===== src/rtl/fsm_pattern_gen.sv =====
// rtl/fsm_pattern_gen.sv - run-length segment player driving the serial X input
module fsm_pattern_gen #(
  parameter int unsigned LEN_W      = 8,
  parameter int unsigned DEPTH      = 4,
  parameter logic        IDLE_LEVEL = 1'b0
) (
  input  logic                     clock,
  input  logic                     reset,
  input  logic                     seg_valid,
  output logic                     seg_ready,
  input  logic                     seg_level,
  input  logic [LEN_W-1:0]         seg_len,
  output logic                     X,
  output logic                     x_active,
  output logic                     seg_done,
  output logic [$clog2(DEPTH):0]   fifo_count
);

  localparam int unsigned PTR_W = $clog2(DEPTH);
  localparam int unsigned CNT_W = PTR_W + 1;
  localparam int unsigned ENT_W = LEN_W + 1;

  typedef enum logic {
    ST_IDLE = 1'b0,
    ST_RUN  = 1'b1
  } state_e;

  // FIFO storage: each entry is {level, length}
  logic [ENT_W-1:0] mem_q [DEPTH];
  logic [PTR_W-1:0] wr_ptr_q;
  logic [PTR_W-1:0] rd_ptr_q;
  logic [CNT_W-1:0] count_q;
  logic [CNT_W-1:0] count_d;

  state_e           state_q;
  state_e           state_d;
  logic [LEN_W-1:0] cnt_q;
  logic [LEN_W-1:0] cnt_d;
  logic             x_q;
  logic             x_d;
  logic             active_q;
  logic             active_d;

  logic             push;
  logic             pop;
  logic             fifo_empty;
  logic             head_level;
  logic [LEN_W-1:0] head_len;

  // Ready depends only on the registered count; a same-cycle pop never frees a slot early.
  assign seg_ready  = (count_q != CNT_W'(DEPTH));
  assign fifo_empty = (count_q == '0);
  // Zero-length segments complete the handshake but are never stored.
  assign push       = seg_valid && seg_ready && (seg_len != '0);
  assign {head_level, head_len} = mem_q[rd_ptr_q];

  assign X          = x_q;
  assign x_active   = active_q;
  assign seg_done   = (state_q == ST_RUN) && (cnt_q == '0);
  assign fifo_count = count_q;

  // Segment storage write port; contents are don't-care until pointed at by a valid count.
  always_ff @(posedge clock) begin
    if (push) begin
      mem_q[wr_ptr_q] <= {seg_level, seg_len};
    end
  end

  // Occupancy tracking: push and pop in the same cycle cancel out.
  always_comb begin
    count_d = count_q;
    case ({push, pop})
      2'b10:   count_d = count_q + CNT_W'(1);
      2'b01:   count_d = count_q - CNT_W'(1);
      default: count_d = count_q;
    endcase
  end

  // FIFO pointers and count, wrapping naturally at the power-of-two depth.
  always_ff @(posedge clock or posedge reset) begin
    if (reset) begin
      wr_ptr_q <= '0;
      rd_ptr_q <= '0;
      count_q  <= '0;
    end else begin
      if (push) wr_ptr_q <= wr_ptr_q + PTR_W'(1);
      if (pop)  rd_ptr_q <= rd_ptr_q + PTR_W'(1);
      count_q <= count_d;
    end
  end

  // Player next-state: load a new segment whenever the current one ends and one is waiting.
  always_comb begin
    state_d  = state_q;
    cnt_d    = cnt_q;
    x_d      = x_q;
    active_d = active_q;
    pop      = 1'b0;
    case (state_q)
      ST_IDLE: begin
        if (!fifo_empty) begin
          pop      = 1'b1;
          x_d      = head_level;
          cnt_d    = head_len - LEN_W'(1);
          active_d = 1'b1;
          state_d  = ST_RUN;
        end else begin
          x_d      = IDLE_LEVEL;
        end
      end
      ST_RUN: begin
        if (cnt_q != '0) begin
          cnt_d = cnt_q - LEN_W'(1);
        end else if (!fifo_empty) begin
          pop   = 1'b1;
          x_d   = head_level;
          cnt_d = head_len - LEN_W'(1);
        end else begin
          x_d      = IDLE_LEVEL;
          active_d = 1'b0;
          state_d  = ST_IDLE;
        end
      end
      default: begin
        state_d  = ST_IDLE;
        x_d      = IDLE_LEVEL;
        active_d = 1'b0;
      end
    endcase
  end

  // Player state register; reset forces the idle level onto X immediately.
  always_ff @(posedge clock or posedge reset) begin
    if (reset) begin
      state_q  <= ST_IDLE;
      cnt_q    <= '0;
      x_q      <= IDLE_LEVEL;
      active_q <= 1'b0;
    end else begin
      state_q  <= state_d;
      cnt_q    <= cnt_d;
      x_q      <= x_d;
      active_q <= active_d;
    end
  end

endmodule


===== config.mk =====
export PLATFORM = sky130hd
export DESIGN_NAME = fsm_pattern_gen
export DESIGN_NICKNAME = d
export VERILOG_FILES = /design/src/rtl/fsm_pattern_gen.sv
export SDC_FILE = /design/constraint.sdc
export NUM_CORES = 1
export LEC_CHECK = 0
export ABC_AREA = 1
export BUFFER_PORTS_ARGS = -buffer_cell sky130_fd_sc_hd__buf_2
export CAP_MARGIN = 20
export CORE_UTILIZATION = 55
export CTS_BUF_LIST = sky130_fd_sc_hd__clkbuf_8
export DETAILED_ROUTE_END_ITERATION = 12
export PLACE_DENSITY_LB_ADDON = 0.2
export SLEW_MARGIN = 20
export SYNTH_ARGS = -nofsm -noshare
export SYNTH_HDL_FRONTEND = slang
export SYNTH_SLANG_ARGS = --single-unit

===== constraint.sdc =====
create_clock -name clock -period 2.5 [get_ports clock]
set_input_delay 0.375 -clock clock [delete_from_list [all_inputs] [get_ports clock]]
set_output_delay 0.375 -clock clock [all_outputs]
set_load 0.02 [all_outputs]

==> results.ini <==
[detailed_routing]
routed_wl_um = 4610
dr.pass1.iters = 4
dr_wl_met2_um = 2230
drc = 0
wl_met1_um = 2180
wl_per_cell_um = 13.8
antenna_left = 0
drt_iter0_markers = 67
via_per_inst = 5.19
maxUsedRoutingLayer = met4
dr_wl_met3_um = 167
vias = 1739

[setup_path]
path_cells = inv_2 -> nand2_2 -> nor2_2 -> nand3_2 -> nand2_4 -> nand2_4 -> inv_4 -> ha_1 -> inv_1 -> fa_1 -> a21oi_1 -> o21ai_0 -> xnor2_1
cp_slowest_stage_delay_ns = 0.42
reg2reg_slack_ns = 0.20
reg2reg_depth = 13
crit_top_cell = nand2_4
path_delay_family = simple AND/OR/NAND/NOR gates
r2r-start = cnt_q[3]
critPathRequiredTime_ns = 2.69
crit_fanout = 9
cp_data_arrival_time_ns = 2.49
critPathCaptureType = flip-flop
start_kind = flip-flop
crit_type = reg2reg
reg2reg_to = fifo_count[2]
path_buf_inv = 3
slowest_stage = dfrtp_1

[yosys]
ys_seq_area_share_pct = 57.2
syn_inst = 258
ys.flop_type = edfxtp_1
ys_types = 34
ys_ff_latch = 54
synth_top_area_cell = edfxtp_1
async_flop_share_pct = 33.3
yosysWarnings = 0
synth_nets = 279
synth-edff-count = 36
synth_top_area_share_pct = 40.4
synth_area_mm2 = 0.00268
synth_area_leaders = edfxtp_1, dfrtp_1, nand2_1, nand3_1, ha_1
syn_avg_cell_area_um2 = 10.4

[sta]
setup_viol = 0
finalSetupTns_ns = 0
finalHoldViolCount = 0
worstMarginPinSlew_ns = 0.882
final_max_slew_viol_count = 0
post-route-period-util_pct = 92.1
grt_setup_unrepaired = false
period_needed_ns = 2.30
fin_hold_ws_ns = 0.177
maxSlewHeadroom_pct = 41.0
skew_ns = 0.00593
fmax_ghz = 0.434

[power]
seqPwrFrac_pct = 42.1
switching_share_pct = 42.0
power_mw = 3.31
power_switching_mw = 1.39
max-vdd-ir-drop_uv = 554
combPwrFrac_pct = 43.3
clockPowerShare_pct = 14.6
leakagePower_nw = 1.25
p_per_area_mw_per_mm2 = 1150
p_int_mw = 1.92

[outcome]
status = complete, no violations

[placement]
dp.final_hpwl_um = 3290
port_buffers = 18
place.gp.congestion = 0.788
dpl_cell_area_mm2 = 0.00279

[global_route]
track_usage_pct = 20.6
first_global_vias = 1700
grt-ovfl-total = 0
grt_pass1_wl_um = 7900
grt_max_degree = 20
grt_antenna_before_repair = 0

[cells_and_area]
area_growth_pct = 7.71
fin_nets = 301
antennaDiodeCount = 0
final_area_mm2 = 0.00288
layout-drive-gt1-share_pct = 20.6

[die]
core_area_mm2 = 0.00469
dieArea_mm2 = 0.00515
start_util_pct = 57.1
die_w_um = 71.8
die_h_um = 71.8
io_pins = 19
num_rows = 25

[clocking]
hold_buffers = 0
clk_path_buf_depth = 2
cts_tree = yes
cts_resized = 0
clock_latency_ns = 0.30
numCtsBuffers = 5
cts_max_level = 2
cts_setup_buffers = 0
cts_root_buf = clkbuf_8
clk_pin_slew_worst_paths_ns = 0.10
cts_sinks = 54

[run]
maxCapViolCount = 0

[worst_hold_path]
hp-class = in2async

[worst reg2reg max path, stage by stage, from the launching register on]
cell,delay (ns)
dfrtp_1,0.42
inv_2,0.09
nand2_2,0.06
nor2_2,0.17
nand3_2,0.12
nand2_4,0.13
nand2_4,0.12
inv_4,0.12
ha_1,0.15
inv_1,0.06
fa_1,0.37
a21oi_1,0.14
o21ai_0,0.11
xnor2_1,0.14
[synthesized netlist by cell type (all sizes together) (2+ instances only)]
master and n:
edfxtp 36, o21ai 9, inv 33, a21oi 8, nor4 2, nand2 65, xor2 4, xnor2 3
nand3 30, o221ai 2, ha 8, dfrtp 18, nor2 23, o22ai 3, buf 4
[layout make-up]
| type | instances | area [µm²] |
|---|---|---|
| clock buffer | 5 | 68.8 |
| clock inverter | 3 | 26.3 |
| fill | 393 | 1810 |
| inverter | 34 | 135 |
| multi-input combinational | 166 | 957 |
| sequential | 54 | 1530 |
| tap | 54 | 67.6 |
| timing repair buffer | 19 | 97.6 |
[state kept, by name (all words and copies together) (netlist names)]
signal	flops
X	1
cnt_q	8
fifo_count	3
mem_q	36
rd_ptr_q	2
state_q	1
wr_ptr_q	2
x_active	1
[power groups by stage]
stage | Sequential (mW) | Combinational (mW) | Clock [mW]
3_3_place_gp | 1.41 | 1.43 | 0
2_1_floorplan | 1.41 | 1.16 | 0
4_1_cts | 1.40 | 1.45 | 0.497
6_report | 1.40 | 1.44 | 0.483
3_5_place_dp | 1.42 | 1.44 | 0
5_1_grt | 1.43 | 1.63 | 0.529
[routing by layer]
metal	track usage (%)	vias to the layer above
li1	-	901
met1	28.3	811
met2	33.1	23
met3	4.36	4
met4	6.54	0
met5	0	-
[cell usage in the layout (no fill, tap or decap), types with 2 or more instances in the layout]
cell	netlist	final
nand2_1	53	53
edfxtp_1	36	36
inv_1	26	26
nand3_1	26	26
dfrtp_1	18	18
nor2_1	18	18
buf_2	0	18
nand2_2	8	8
a21oi_1	8	8
ha_1	8	8
o21ai_0	7	7
inv_2	6	6
clkbuf_8	0	5
nand3_2	4	4
nand2_4	4	4
xor2_1	4	4
clkinv_4	1	4
xnor2_1	3	3
nor2_4	3	3
o22ai_1	3	3
nor2_2	2	2
nor4_1	2	2
o21ai_1	2	2
o221ai_1	2	2
[kinds of logic after synthesis]
kind of cell / share of synthesized area [%]
DFF: 57.2
xor gates and xnor gates: 2.29
AOI/OAI and AO/OA: 5.79
and+or+nand+nor: 23.2
adders and majority gates: 4.49
buffers and inverters: 7.06
[worst max path at each step]
stage | from | to | slack (ns) | depth (start not counted)
after floorplan | fifo_count[1] | fifo_count[2] | 0.34 | 11
after global placement | seg_len[1] | fifo_count[2] | 0.16 | 11
after detailed placement | seg_len[1] | fifo_count[2] | 0.1 | 11
after CTS | cnt_q[3] | fifo_count[2] | 0.19 | 13
after global routing | cnt_q[3] | fifo_count[2] | 0.002 | 13
final | cnt_q[3] | fifo_count[2] | 0.20 | 13
[stage by stage]
stage / setup WS, ns / cells / utilization [%]
2_1_floorplan: 0.337 / 258 / -
3_3_place_gp: 0.163 / 327 / 59.4
3_5_place_dp: 0.0962 / 327 / 59.4
4_1_cts: 0.195 / 335 / 61.5
5_1_grt: 0.00184 / 335 / 61.5
6_report: 0.198 / 335 / 61.5
Note: power is estimated with default switching activity, not from simulation.
